==> src/rtl/escalonador_rodada.sv <==
// escalonador_rodada: round scheduler for the two-player light-cycle arena.
// Owns the 80x60 grid RAM port, the game tick and both player positions.
module escalonador_rodada #(
    parameter int COLS       = 80,
    parameter int ROWS       = 60,
    parameter int BORDER     = 2,
    parameter int TICK       = 2500000,
    parameter int START_X1   = 27,
    parameter int START_X2   = 52,
    parameter int START_Y    = 30,
    parameter int STARVE_MAX = 4
) (
    input  logic        CLOCK_50,
    input  logic        reset,
    input  logic        reiniciar,
    input  logic [1:0]  dir1,
    input  logic [1:0]  dir2,
    input  logic        disp_req,
    input  logic [12:0] disp_addr,
    output logic        disp_grant,
    output logic        disp_valid,
    output logic [12:0] mem_addr,
    output logic [1:0]  mem_wdata,
    output logic        mem_we,
    input  logic [1:0]  mem_rdata,
    output logic [6:0]  x1,
    output logic [5:0]  y1,
    output logic [6:0]  x2,
    output logic [5:0]  y2,
    output logic [9:0]  score1,
    output logic [9:0]  score2,
    output logic        game_over,
    output logic        busy
);

    localparam int CELLS    = COLS * ROWS;
    localparam int TICK_W   = $clog2(TICK + 1);
    localparam int STARVE_W = $clog2(STARVE_MAX + 1);

    typedef enum logic [3:0] {
        CLEAR, WAIT_TICK, MARK1, MARK2, CALC,
        READ1, CAP1, READ2, CAP2, JUDGE, OVER
    } state_t;

    state_t state, state_nxt;

    logic [12:0]         clr_addr;
    logic [6:0]          clr_col;
    logic [5:0]          clr_row;
    logic [STARVE_W-1:0] starve;
    logic [TICK_W-1:0]   tick_cnt;
    logic                tick_pending;
    logic [1:0]          last_dir1, last_dir2;
    logic [1:0]          eff_dir1, eff_dir2;
    logic [6:0]          nx1, nx2;
    logic [5:0]          ny1, ny2;
    logic [1:0]          d1, d2;
    logic                access, sched_go, clr_wall, tick_run;
    logic                same_cell, c1, c2;
    logic [12:0]         sched_addr;
    logic [1:0]          sched_wdata;
    logic                sched_we;

    function automatic logic [12:0] cell_addr(input logic [6:0] col, input logic [5:0] row);
        return 13'(int'(row) * COLS + int'(col));
    endfunction

    function automatic logic [1:0] pick_dir(input logic [1:0] req, input logic [1:0] last);
        return (req == (last ^ 2'd2)) ? last : req;
    endfunction

    function automatic logic [6:0] step_col(input logic [6:0] col, input logic [1:0] dir);
        logic [6:0] r;
        r = col;
        if (dir == 2'd0)
            r = col + 7'd1;
        else if (dir == 2'd2)
            r = col - 7'd1;
        return r;
    endfunction

    function automatic logic [5:0] step_row(input logic [5:0] row, input logic [1:0] dir);
        logic [5:0] r;
        r = row;
        if (dir == 2'd1)
            r = row + 6'd1;
        else if (dir == 2'd3)
            r = row - 6'd1;
        return r;
    endfunction

    function automatic logic [9:0] sat_inc(input logic [9:0] s);
        return (s == 10'd1023) ? s : s + 10'd1;
    endfunction

    // Arbitration: display wins an access cycle until it has blocked the scheduler STARVE_MAX times
    always_comb begin
        access     = (state == CLEAR) || (state == MARK1) || (state == MARK2) ||
                     (state == READ1) || (state == READ2);
        disp_grant = access ? (disp_req && (starve < STARVE_W'(STARVE_MAX))) : disp_req;
        sched_go   = access && !disp_grant;
        tick_run   = (state != CLEAR) && (state != OVER);
    end

    always_comb begin
        clr_wall  = (int'(clr_row) < BORDER) || (int'(clr_row) >= ROWS - BORDER) ||
                    (int'(clr_col) < BORDER) || (int'(clr_col) >= COLS - BORDER);
        eff_dir1  = pick_dir(dir1, last_dir1);
        eff_dir2  = pick_dir(dir2, last_dir2);
        same_cell = (nx1 == nx2) && (ny1 == ny2);
        c1        = (d1 != 2'd0) || same_cell;
        c2        = (d2 != 2'd0) || same_cell;
    end

    always_comb begin
        sched_addr  = 13'd0;
        sched_wdata = 2'd0;
        sched_we    = 1'b0;
        case (state)
            CLEAR: begin
                sched_addr  = clr_addr;
                sched_wdata = clr_wall ? 2'd3 : 2'd0;
                sched_we    = 1'b1;
            end
            MARK1: begin
                sched_addr  = cell_addr(x1, y1);
                sched_wdata = 2'd1;
                sched_we    = 1'b1;
            end
            MARK2: begin
                sched_addr  = cell_addr(x2, y2);
                sched_wdata = 2'd2;
                sched_we    = 1'b1;
            end
            READ1:   sched_addr = cell_addr(nx1, ny1);
            READ2:   sched_addr = cell_addr(nx2, ny2);
            default: sched_addr = 13'd0;
        endcase
    end

    assign mem_addr  = disp_grant ? disp_addr : sched_addr;
    assign mem_wdata = sched_wdata;
    assign mem_we    = sched_go && sched_we;
    assign busy      = (state == CLEAR);

    always_comb begin
        state_nxt = state;
        case (state)
            CLEAR:     if (sched_go && (int'(clr_addr) == CELLS - 1)) state_nxt = WAIT_TICK;
            WAIT_TICK: if (tick_pending) state_nxt = MARK1;
            MARK1:     if (sched_go) state_nxt = MARK2;
            MARK2:     if (sched_go) state_nxt = CALC;
            CALC:      state_nxt = READ1;
            READ1:     if (sched_go) state_nxt = CAP1;
            CAP1:      state_nxt = READ2;
            READ2:     if (sched_go) state_nxt = CAP2;
            CAP2:      state_nxt = JUDGE;
            JUDGE:     state_nxt = (c1 || c2) ? OVER : WAIT_TICK;
            OVER:      state_nxt = OVER;
            default:   state_nxt = CLEAR;
        endcase
    end

    always_ff @(posedge CLOCK_50) begin
        if (reset || reiniciar) begin
            state        <= CLEAR;
            clr_addr     <= 13'd0;
            clr_col      <= 7'd0;
            clr_row      <= 6'd0;
            starve       <= '0;
            tick_cnt     <= '0;
            tick_pending <= 1'b0;
            last_dir1    <= 2'd0;
            last_dir2    <= 2'd2;
            x1           <= 7'(START_X1);
            x2           <= 7'(START_X2);
            y1           <= 6'(START_Y);
            y2           <= 6'(START_Y);
            game_over    <= 1'b0;
            disp_valid   <= 1'b0;
            if (reset) begin
                score1 <= 10'd0;
                score2 <= 10'd0;
            end
        end else begin
            state      <= state_nxt;
            disp_valid <= disp_grant;

            if (access && disp_grant)
                starve <= starve + 1'b1;
            else
                starve <= '0;

            // Row/col counters track the linear sweep address so the wall test needs no divide
            if ((state == CLEAR) && sched_go) begin
                clr_addr <= clr_addr + 13'd1;
                if (int'(clr_col) == COLS - 1) begin
                    clr_col <= 7'd0;
                    clr_row <= clr_row + 6'd1;
                end else begin
                    clr_col <= clr_col + 7'd1;
                end
            end

            if ((state == WAIT_TICK) && tick_pending)
                tick_pending <= 1'b0;
            if (tick_run) begin
                if (tick_cnt == TICK_W'(TICK - 1)) begin
                    tick_cnt     <= '0;
                    tick_pending <= 1'b1;
                end else begin
                    tick_cnt <= tick_cnt + 1'b1;
                end
            end

            if (state == CALC) begin
                last_dir1 <= eff_dir1;
                last_dir2 <= eff_dir2;
            end

            if (state == JUDGE) begin
                if (!c1 && !c2) begin
                    x1 <= nx1;
                    y1 <= ny1;
                    x2 <= nx2;
                    y2 <= ny2;
                end else begin
                    game_over <= 1'b1;
                    if (c1)
                        score2 <= sat_inc(score2);
                    if (c2)
                        score1 <= sat_inc(score1);
                end
            end
        end
    end

    // Move candidates and read-back cell contents carry no reset; they are rewritten every tick
    always_ff @(posedge CLOCK_50) begin
        if (state == CALC) begin
            nx1 <= step_col(x1, eff_dir1);
            ny1 <= step_row(y1, eff_dir1);
            nx2 <= step_col(x2, eff_dir2);
            ny2 <= step_row(y2, eff_dir2);
        end
        if (state == CAP1)
            d1 <= mem_rdata;
        if (state == CAP2)
            d2 <= mem_rdata;
    end

endmodule

==> config.mk <==
export PLATFORM = sky130hd
export DESIGN_NAME = escalonador_rodada
export DESIGN_NICKNAME = d
export VERILOG_FILES = /design/src/rtl/escalonador_rodada.sv
export SDC_FILE = /design/constraint.sdc
export NUM_CORES = 1
export LEC_CHECK = 0
export BUFFER_PORTS_ARGS = -buffer_cell sky130_fd_sc_hd__buf_2
export CORE_ASPECT_RATIO = 0.9
export CORE_MARGIN = 3
export CORE_UTILIZATION = 35
export DETAILED_ROUTE_END_ITERATION = 8
export RECOVER_POWER = 50
export REMOVE_ABC_BUFFERS = 1
export SYNTH_ARGS = -nofsm -noshare
export SYNTH_HDL_FRONTEND = slang
export SYNTH_SLANG_ARGS = --single-unit
==> constraint.sdc <==
create_clock -name CLOCK_50 -period 4.7 [get_ports CLOCK_50]
set_input_delay 0.235 -clock CLOCK_50 [delete_from_list [all_inputs] [get_ports CLOCK_50]]
set_output_delay 0.235 -clock CLOCK_50 [all_outputs]
set_load 0.005 [all_outputs]
; ---- Yosys cells after proc, flatten, opt, wreduce, memory -nomap -nowiden
; Cells that the tools add are included.
[op_classes]
reduce_logical = 41
eq_ne = 36
mul = 4
bitwise = 4
addsub = 19
mux = 40
order_cmp = 5
[op_table]
columns = operator, n
row1 = two-way mux 10 bit, 11
row2 = one-hot mux 13 bit (5 select lines), 1
row3 = adder 13 x 7 -> 13 bit, 4
row4 = one-hot mux 4 bit (11 select lines), 1
row5 = "multiplier 6 x 3 -> 9 bit, second input constant", 4
row6 = two-way mux 7 bit, 5
row7 = two-way mux 4 bit, 7
row8 = two-way mux 6 bit, 4
row9 = "adder 22 x 1 -> 22 bit, second input constant", 1
row10 = "== test 22 bit, second input constant", 1
row11 = two-way mux 22 bit, 1
row12 = "adder 7 x 1 -> 7 bit, second input constant", 3
row13 = "adder 10 x 1 -> 10 bit, second input constant", 2
row14 = "== test 10 bit, second input constant", 2
row15 = "adder 6 x 1 -> 6 bit, second input constant", 3
row16 = "inequality test 2 bit, second input constant", 9
row17 = "== test 4 x 3 -> 1 bit, second input constant", 4
row18 = "subtractor 7 x 1 -> 7 bit, second input constant", 2
row19 = "adder 13 x 1 -> 13 bit, second input constant", 1
row20 = "== test 13 bit, second input constant", 1
row21 = two-way mux 13 bit, 1
row22 = "== test 4 bit, second input constant", 3
row23 = "subtractor 6 x 1 -> 6 bit, second input constant", 2
row24 = logical OR 1 bit, 11
row25 = 31 further kinds, 65
[totals]
ff_bits = 138
word_cells = 172
input_bits = 23
output_inout_bits = 66

; ---- Logic depth before layout (Yosys ltp)
; Gate-level depths: netlist (run 1).
[logic_depth]
word_depth = 11
depth_mapped = 9
depth_no_buf = 9

; ---- Least setup slack after synthesis (run 1)
; Ideal clock, no wire load.
[synth_timing]
kind = register -> output
start = register y2[3]
end = output mem_addr[10]
setup_slack_ns = 1.970
t_required_ns = 4.465
stages_incl_launch_ff = 10
path_buffers = 0
arrival_time_ns = 2.495
path_cell_list = dfxtp_1 ha_1 ha_1 fa_1 xor2_1 o2111ai_1 or3b_2 a21oi_1 a211oi_1 o21ai_0
[synth_via]
elab_chain_cells = 4
[synth_lines]
columns = element, line
row1 = "start, declared", 29  ; output logic [5:0] y2,
row2 = "start signal, assigned", 178  ; y2 <= 6'(START_Y);
row3 = "start signal, assigned", 226  ; y2 <= ny2;
row4 = multiplier 6 x 3 -> 9 bit, 65  ; return 13'(int'(row) * COLS + int'(col));
row5 = adder 13 x 7 -> 13 bit, 65
row6 = one-hot mux 13 bit (5 select lines), 119  ; case (state)
row7 = two-way mux 13 bit, 141  ; assign mem_addr = disp_grant ? disp_addr : sched_addr;
row8 = "end, declared", 22  ; output logic [12:0] mem_addr,
; No other way between the ends.

; ---- Worst setup path in the final report (run 1)
; Same ends and word-level chain as after synthesis.

==> summary.md, run 1 <==
| Metric | Value |
|---|---|
| Vias per Instance | 5.23 |
| Flip-flop and latch count after synthesis | 138 |
| Detailed Place HPWL | 17100 µm |
| Post-synthesis average cell area | 9.14 µm² |
| Data required time of the worst path | 4.47 ns |
| Die Wd | 173 µm |
| Internal power component | 2.08 mW |
| RSZ-0062 raised after global routing | false |
| Overall die area | 27000 µm² |
| Clock-pin slew on the worst setup and hold paths | 0.07 ns |
| Detailed-route via count | 7261 |
| Global-route wire length before repair | 36900 µm |
| Final Util | 41.3% |
| Antenna diode instance count | 0 |
| Type of the worst setup path | reg -> out |
| Number of buffers inserted by port buffering | 88 |
| 1st-iter DRT viols | 585 |
| Gate count after technology mapping | 960 |
| Ports | 89 |
| Achievable frequency | 268 MHz |
| Detailed-route DRC error count | 0 |
| Clock tree from TritonCTS | yes |
| Final setup skew | 0.0126 ns |
| Time the worst path needs with I/O delays and setup | 3.73 ns |
| Peak VDD IR | 196 µV |
| Post-Route WL | 23000 µm |
| Violations in the final reports | capacitance limit, slew limit |
| Top_reg_cell synth | sky130_fd_sc_hd__dfxtp_1 |
| Placement Rows | 54 |
| Initial antenna violation count | 0 |
| Root buffer cell | sky130_fd_sc_hd__clkbuf_16 |
| Setup TNS after final layout | 0 ns |
| All-Layer GR Usage | 17.1% |
| Total CTS buffers | 17 |
| Yosys warning count | 0 |
| Maximum count of clock buffers along a single path | 2 |
| Resize count post-CTS | 0 |
| Ys async rst share | 0% |
| Relative area change from synthesis to final layout | 15.3% |
| Count of H-tree levels built during CTS | 4 |
| Clock sink count | 138 |
| Clock power frac | 50.0% |
| Worst Setup Start Kind | flop |
| Die span in y | 156 µm |
| Worst Tran Pin Value | 2.04 ns |
| Starting density of the core | 35.9% |
| Fraction of power consumed by sequential logic | 46.0% |
| Layout cells sized above 1 | 9.88% |
| Share of Yosys cell area claimed by the top area cell type | 20.1% |
| Count of antenna-violating nets left after detailed routing | 0 |
| Fraction of the yosys area taken by sequential cells | 37.2% |
| Maximum fanout along the worst path | 9 |
| Largest net degree at the start of global routing | 42 |
| Max-cap viol count | 3 |
| Post-CTS setup-driven buffer insertion count | 0 |
| Clock insertion delay at the later pin of the skew report | 0.43 ns |
| Static power due to leakage | 3.95 nW |
| Part of the power in combinational logic | 4.0% |
| Result of the run | finished with violations |
| Final-report setup violation count | 0 |
| Sw Share | 23.9% |
| Number of endpoints with negative hold slack in the final report | 0 |
| Power density of the placed cells | 271 nW/µm² |
| Total count of max-transition violations in the final report | 96 |
| Post-CTS Hold Fix Bufs | 1 |
| Final worst path period share | 79.3% |
| Number of detailed-routing iterations run before antenna repair | 7 |
| Final weighted congestion of routability-driven global placement | 0.874 |
| Sw Pwr | 0.656 mW |
| Most common cell after layout, fill and taps aside | sky130_fd_sc_hd__nor2_1 |
| Critical Path AT | 3.49 ns |
| Via count of the first global-routing pass | 6863 |
| Cell types occupying the most area after synthesis | sky130_fd_sc_hd__dfxtp_1 20%, sky130_fd_sc_hd__edfxtp_1 17%, sky130_fd_sc_hd__ha_1 8.4% |
| Sort of element at the end of the critical path | primary output |
| R2R Setup Slk | 1.75 ns |
| GRT Residual Overflow | 0 |
| Final net count | 1130 |
| Number of enable flip-flop cells after synthesis | 50 |
| Synth cell types | 64 |
| Class of the worst hold path | in -> reg |
| Mapped Area | 8770 µm² |
| Commonest cells after routing, fill and taps aside | 102 x sky130_fd_sc_hd__nor2_1, 91 x sky130_fd_sc_hd__nand2_1, 88 x sky130_fd_sc_hd__dfxtp_1 |
| Remaining max-slew budget at the tightest pin | -36.2% |
| Top cell type by total area after synthesis | sky130_fd_sc_hd__dfxtp_1 |
| Average detailed-routed wire length per instance | 16.6 µm |
| Core area | 24500 µm² |
-- synthesized netlist by cell type (8+ instances only) --
cell type	instances
sky130_fd_sc_hd__clkbuf_1	21
sky130_fd_sc_hd__nand3_1	38
sky130_fd_sc_hd__o21ai_0	32
sky130_fd_sc_hd__nor2b_1	12
sky130_fd_sc_hd__nor4_1	13
sky130_fd_sc_hd__a21o_1	16
sky130_fd_sc_hd__fa_1	8
sky130_fd_sc_hd__a21oi_1	45
sky130_fd_sc_hd__inv_1	27
sky130_fd_sc_hd__mux2i_1	32
sky130_fd_sc_hd__and3_1	25
sky130_fd_sc_hd__nand2_1	91
sky130_fd_sc_hd__dfxtp_1	88
sky130_fd_sc_hd__xor2_1	68
sky130_fd_sc_hd__nor2_1	104
sky130_fd_sc_hd__ha_1	59
sky130_fd_sc_hd__xnor2_1	51
sky130_fd_sc_hd__nand2b_1	10
sky130_fd_sc_hd__buf_2	9
sky130_fd_sc_hd__or3_1	10
sky130_fd_sc_hd__edfxtp_1	50
sky130_fd_sc_hd__nor3_1	14
sky130_fd_sc_hd__nand4_1	20
sky130_fd_sc_hd__and2_1	12
sky130_fd_sc_hd__a22oi_1	11
-- worst paths after layout --
check                                            end            startpoint  cells past startpoint
worst max-delay path                    mem_addr[10]    y2[3]$_SDFFE_PN1P_                     10
worst min-delay path                 d2[1]$_DFFE_PN_          mem_rdata[1]                      1
worst max register to register    x1[6]$_SDFFE_PN0P_      ny2[3]$_DFFE_PP_                      7
worst min register to register  starve[0]$_SDFF_PP0_  starve[0]$_SDFF_PP0_                      1
-- cell families (layout without fill, tap and decap cells) --
family                   Yosys count  after routing  synth area share [%]
buffers and inverters             63            156                  2.92
flip-flops                       138            138                  37.2
adder cells (fa/ha/maj)           67             67                  10.2
AO/OA/AOI/OAI                    162            162                  12.1
XOR/XNOR                         121            121                  12.4
multiplexers                      32             32                  3.65
AND/OR/NAND/NOR                  377            377                  21.5
-- power by group through the flow --
stage	Clock [mW]	Combinational, mW	Sequential [mW]
floorplan	0	0.0534	1.28
CTS	1.39	0.113	1.26
global route	1.45	0.122	1.26
finish	1.37	0.109	1.26
detailed placement	0	0.112	1.29
global placement	0	0.111	1.29
-- layout make-up --
cell class              instances  area (µm²)
multi-input cells             759        5280
clock buffers                  18         429
well taps                     336         420
fillers                      2473       14300
repair buffers                 96         450
inverters                      28         106
flip-flops and latches        138        3260
clock inverters                14         163
-- routing by layer --
metal  GRT usage, %  vias up  wire [µm]  part of all wire (%)
met5              0        -          0                     0
met4           4.86        0        319                   1.4
met2           26.5      188      10100                    44
met3           3.33       19       1260                   5.4
met1           24.2     3446      11400                    49
li1               -     3608          -                     -
-- worst max-delay path, stage by stage, from the launching register on --
cell and delay [ns]:
sky130_fd_sc_hd__dfxtp_1 0.50, sky130_fd_sc_hd__ha_1 0.30, sky130_fd_sc_hd__ha_1 0.23, sky130_fd_sc_hd__fa_1 0.42, sky130_fd_sc_hd__xor2_1 0.20, sky130_fd_sc_hd__o2111ai_1 0.19, sky130_fd_sc_hd__or3b_2 0.47, sky130_fd_sc_hd__a21oi_1 0.16
sky130_fd_sc_hd__a211oi_1 0.06, sky130_fd_sc_hd__o21ai_0 0.35, sky130_fd_sc_hd__buf_2 0.20
-- stage by stage --
stage	cells	hold WS [ns]	setup WS (ns)	total power, mW	cell area [µm²]
after floorplan	925	0.334	1.19	1.34	8620
after global placement	1356	0.411	1.51	1.40	9560
after detailed placement	1356	0.417	1.50	1.40	9560
after CTS	1389	0.00296	1.03	2.76	10200
after global routing	1389	0.0482	0.878	2.83	10100
final	1389	0.0385	0.975	2.74	10100
-- registers in the layout (all words and copies together) (netlist names), 3 cells and up --
signal / flops
tick_cnt: 22
clr_addr: 13
score1: 10
score2: 10
clr_col: 7
nx1: 7
nx2: 7
x1: 7
x2: 7
clr_row: 6
ny1: 6
ny2: 6
y1: 6
y2: 6
state: 4
starve: 3
No activity file was read; power rests on OpenSTA's default activity.
==> run 2: changes to the inputs <==
--- a/config.mk
+++ b/config.mk
@@ -5,6 +5,7 @@
 export SDC_FILE = /design/constraint.sdc
 export NUM_CORES = 1
 export LEC_CHECK = 0
+export ABC_AREA = 1
 export BUFFER_PORTS_ARGS = -buffer_cell sky130_fd_sc_hd__buf_2
 export CORE_ASPECT_RATIO = 0.9
 export CORE_MARGIN = 3
==> constraint.sdc (replaced) <==
create_clock -name CLOCK_50 -period 3.3 [get_ports CLOCK_50]
set_input_delay 0.165 -clock CLOCK_50 [delete_from_list [all_inputs] [get_ports CLOCK_50]]
set_output_delay 0.165 -clock CLOCK_50 [all_outputs]
set_load 0.005 [all_outputs]
==> run 2 against run 1 <==
The flow still finishes with violations (capacitance limit, slew limit). Register-to-register slack worse by 1.2 ns. Die area up 4.0%. Sequential share of layout area down 1.5 points. Critical path depth up 6. Critical endpoint is now mem_addr[11]. Utilization up 0.51 points. Highest routed layer unchanged. Clock power up 41%.
==> summary.md, run 2 <==
| Metric | Value |
|---|---|
| Result of the run | finished with violations (unchanged) |
| Violations in the final reports | capacitance limit, slew limit (unchanged) |
| Hold depth | 2 (was 1) |
| Most numerous cell types in the synthesized netlist | 275 x sky130_fd_sc_hd__nand2_1, 156 x sky130_fd_sc_hd__inv_1, 120 x sky130_fd_sc_hd__nor2_1 (was 104 x sky130_fd_sc_hd__nor2_1, 91 x sky130_fd_sc_hd__nand2_1, 88 x sky130_fd_sc_hd__dfxtp_1) |
| Commonest cells after routing, fill and taps aside | 274 x sky130_fd_sc_hd__nand2_1, 156 x sky130_fd_sc_hd__inv_1, 117 x sky130_fd_sc_hd__nor2_1 (was 102 x sky130_fd_sc_hd__nor2_1, 91 x sky130_fd_sc_hd__nand2_1, 88 x sky130_fd_sc_hd__dfxtp_1) |
| HP Start | dir1[0] (was mem_rdata[1]) |
| Count of cells along the worst register-to-register path | 7 (unchanged) |
| Register name with the most flops | tick_cnt (unchanged) |
| R2R Setup Slk | 0.55 ns (was 1.75 ns) |
| Static power due to leakage | 4.51 nW (was 3.95 nW) |
| Post-Route WL | 24700 µm (was 23000 µm) |
| Relative area change from synthesis to final layout | 16.4% (was 15.3%) |
| Detailed-route via count | 8471 (was 7261) |
| Gate count after technology mapping | 1237 (was 960) |
| Placement Rows | 55 (was 54) |
| Remaining max-slew budget at the tightest pin | -35.5% (was -36.2%) |
| Final weighted congestion of routability-driven global placement | 0.902 (was 0.874) |
| Hold Path End | nx1[0]$_DFFE_PP_ (was d2[1]$_DFFE_PN_) |
| Average detailed-routed wire length per instance | 14.5 µm (was 16.6 µm) |
| Final cell area excluding filler cells | 10600 µm² (was 10100 µm²) |
| Count of fill cells added during filler insertion | 2600 (was 2473) |
| Cell types occupying the most area after synthesis | sky130_fd_sc_hd__dfxtp_1 19%, sky130_fd_sc_hd__edfxtp_1 16%, sky130_fd_sc_hd__nand2_1 11% (was sky130_fd_sc_hd__dfxtp_1 20%, sky130_fd_sc_hd__edfxtp_1 17%, sky130_fd_sc_hd__ha_1 8.4%) |
| Achievable frequency | 315 MHz |
| Final setup skew | 0.0135 ns (was 0.0126 ns) |
| Top_reg_cell synth | sky130_fd_sc_hd__dfxtp_1 (unchanged) |
| Flip-flop count of the largest register after layout | 22 (unchanged) |
| Die span in y | 159 µm (was 156 µm) |
| All-Layer GR Usage | 17.4% (was 17.1%) |
| Class of the worst hold path | in -> reg (unchanged) |
| Detailed-route DRC error count | 0 (unchanged) |
| Type of the worst setup path | reg -> out (unchanged) |
| Fraction of the yosys area taken by sequential cells | 35.7% (was 37.2%) |
| Clock sink count | 138 (unchanged) |
| Most frequent cell after synthesis | sky130_fd_sc_hd__nand2_1 (was sky130_fd_sc_hd__nor2_1) |
| Die Wd | 176 µm (was 173 µm) |
| Flip-flop and latch count after synthesis | 138 (unchanged) |
| Most common cell after layout, fill and taps aside | sky130_fd_sc_hd__nand2_1 (was sky130_fd_sc_hd__nor2_1) |
| Starting density of the core | 36.0% (was 35.9%) |
| Seq. cell area | 3270 µm² (was 3260 µm²) |
| Total CTS buffers | 17 (unchanged) |
| Largest registers | tick_cnt (22), clr_addr (13) (unchanged) |
| Initial antenna violation count | 0 (unchanged) |
| Number of detailed-routing iterations run before antenna repair | 5 (was 7) |
| Number of buffers inserted by port buffering | 88 (unchanged) |
| Final worst path period share | 96.3% |
| Worst Tran Pin Value | 2.03 ns (was 2.04 ns) |
| Post-synthesis average cell area | 7.38 µm² (was 9.14 µm²) |
| Overall die area | 28100 µm² (was 27000 µm²) |
| Count of H-tree levels built during CTS | 4 (unchanged) |
| Antenna diode instance count | 0 (unchanged) |
| Worst hold slack after final layout | 0.157 ns (was 0.0385 ns) |
| Final Util | 41.8% (was 41.3%) |
| Clock insertion delay at the later pin of the skew report | 0.43 ns (about the same) |
| Clock-pin slew on the worst setup and hold paths | 0.06 ns (was 0.07 ns) |
| Largest net degree at the start of global routing | 47 (was 42) |
| Footprint of the multi-input gates | 5190 µm² (was 5280 µm²) |
| Yosys warning count | 0 (unchanged) |
| GRT Residual Overflow | 0 (unchanged) |
| Peak VDD IR | 323 µV (was 196 µV) |
| Synth cell types | 54 (was 64) |
| 1st-iter DRT viols | 766 (was 585) |
| Ys async rst share | 0% (unchanged) |
| Worst Setup Start Kind | flop (unchanged) |
| Ports | 89 (unchanged) |
| Origin of the critical flop-to-flop path | state[2]$_SDFFE_PN0P_ (was ny2[3]$_DFFE_PP_) |
| Share of Yosys cell area claimed by the top area cell type | 19.3% (was 20.1%) |
| Post-Place Cell Area | 9970 µm² (was 9560 µm²) |
| Maximum fanout along the worst path | 3 (was 9) |
| Total count of max-transition violations in the final report | 115 (was 96) |
| Max-cap viol count | 3 (unchanged) |
| Time the worst path needs with I/O delays and setup | 3.18 ns |
| Final-report setup violation count | 0 (unchanged) |
| Detailed Place HPWL | 18700 µm (was 17100 µm) |
| Number of enable flip-flop cells after synthesis | 50 (unchanged) |
| RSZ-0062 raised after global routing | true (was false) |
| Final worst-path setup slack | 0.123 ns (was 0.975 ns) |
| Core area | 25400 µm² (was 24500 µm²) |
| Power density of the placed cells | 366 nW/µm² (was 271 nW/µm²) |
| Final net count | 1431 (was 1130) |
| Via count of the first global-routing pass | 7886 (was 6863) |
| Top cell type by total area after synthesis | sky130_fd_sc_hd__dfxtp_1 (unchanged) |
| Layout cells sized above 1 | 11.5% (was 9.88%) |
| Place WS | 0.500 ns (was 1.50 ns) |
| Terminus of the critical flop-to-flop path | last_dir1[0]$_SDFFE_PN0P_ (was x1[6]$_SDFFE_PN0P_) |
| Count of antenna-violating nets left after detailed routing | 0 (unchanged) |
| Vias per Instance | 5.00 (was 5.23) |
| Maximum count of clock buffers along a single path | 2 (unchanged) |
| Sort of element at the end of the critical path | primary output (unchanged) |
| Global-route wire length before repair | 39900 µm (was 36900 µm) |
| Critical Path AT | 3.01 ns (was 3.49 ns) |
| Number of endpoints with negative hold slack in the final report | 0 (unchanged) |
| Clock tree from TritonCTS | yes (unchanged) |
| Root buffer cell | sky130_fd_sc_hd__clkbuf_16 (unchanged) |
| Mapped Area | 9130 µm² (was 8770 µm²) |
| Data required time of the worst path | 3.13 ns (was 4.47 ns) |
run 2: what timing repair did:
item | 4_1_cts | 5_1_grt
hold buffers | 2 | 0
endpoints found under the hold margin | 4 | 0
gates resized for setup | 0 | 18
setup buffers | 0 | 7
setup endpoints to repair | 0 | 4
run 2: worst max-delay path, cell delays in order, from the launching register on:
cell and delay, ns:
sky130_fd_sc_hd__edfxtp_1 0.44, sky130_fd_sc_hd__ha_1 0.36, sky130_fd_sc_hd__ha_4 0.18, sky130_fd_sc_hd__fa_1 0.54, sky130_fd_sc_hd__nand2_1 0.07, sky130_fd_sc_hd__inv_2 0.05
sky130_fd_sc_hd__nand4_1 0.12, sky130_fd_sc_hd__a21oi_2 0.22, sky130_fd_sc_hd__nand2_1 0.07, sky130_fd_sc_hd__nand2_1 0.06, sky130_fd_sc_hd__nand3_1 0.06, sky130_fd_sc_hd__nand2_1 0.08
sky130_fd_sc_hd__inv_1 0.04, sky130_fd_sc_hd__nand2_2 0.06, sky130_fd_sc_hd__nand2_1 0.05, sky130_fd_sc_hd__nand2_1 0.07, sky130_fd_sc_hd__buf_2 0.10
run 2: metrics by stage:
step                total power [mW]  setup TNS, ns  std cells
floorplan                       1.92              0       1218
global placement                2.00              0       1655
detailed placement              2.00              0       1655
CTS                             3.93              0       1688
global route                    4.02         -0.158       1695
finish                          3.89              0       1695
run 2: final cells by class:
| class | instances | area share (%) |
|---|---|---|
| clock buffers | 22 | 4.78 |
| multi-input cells | 918 | 48.8 |
| well taps | 342 | 4.03 |
| inverters | 162 | 5.75 |
| flip-flops and latches | 138 | 30.8 |
| repair buffers | 104 | 5.03 |
| clock inverters | 9 | 0.789 |
run 2: cell families after synthesis:
logic type      after synthesis  share of synthesized area (%)
simple gates                577                           28.1
compound gates              225                           13.9
buf+inv                     181                           7.74
flops                       138                           35.7
fa+ha+maj                    67                           9.84
xor+xnor                     48                           4.60
mux                           1                          0.110
run 2: worst max path at each step:
stage	start	endpoint	slack, ns	cells after the start
detailed placement	ny2[1]$_DFFE_PP_	mem_addr[11]	0.50	16
floorplan	y1[3]$_SDFFE_PN1P_	mem_addr[11]	0.85	17
global placement	y1[3]$_SDFFE_PN1P_	mem_addr[11]	0.58	18
finish	ny2[3]$_DFFE_PP_	mem_addr[11]	0.12	16
global route	ny2[3]$_DFFE_PP_	mem_addr[11]	-0.09	16
CTS	ny2[1]$_DFFE_PP_	mem_addr[11]	0.03	16
run 2: routing by layer:
metal | GRT usage (%) | share of wire [%]
met4 | 4.14 | 1.1
met2 | 26.6 | 43
met3 | 3.22 | 5.8
met1 | 25.4 | 50
met5 | 0 | 0
run 2: report_power, final:
part	leakage (nW)	switching (mW)	total, mW	internal [mW]
combinational	3.05	0.111	0.172	0.0601
sequential	1.16	0.0138	1.79	1.78
clock	0.296	0.760	1.93	1.17
total	4.51	0.885	3.89	3.01
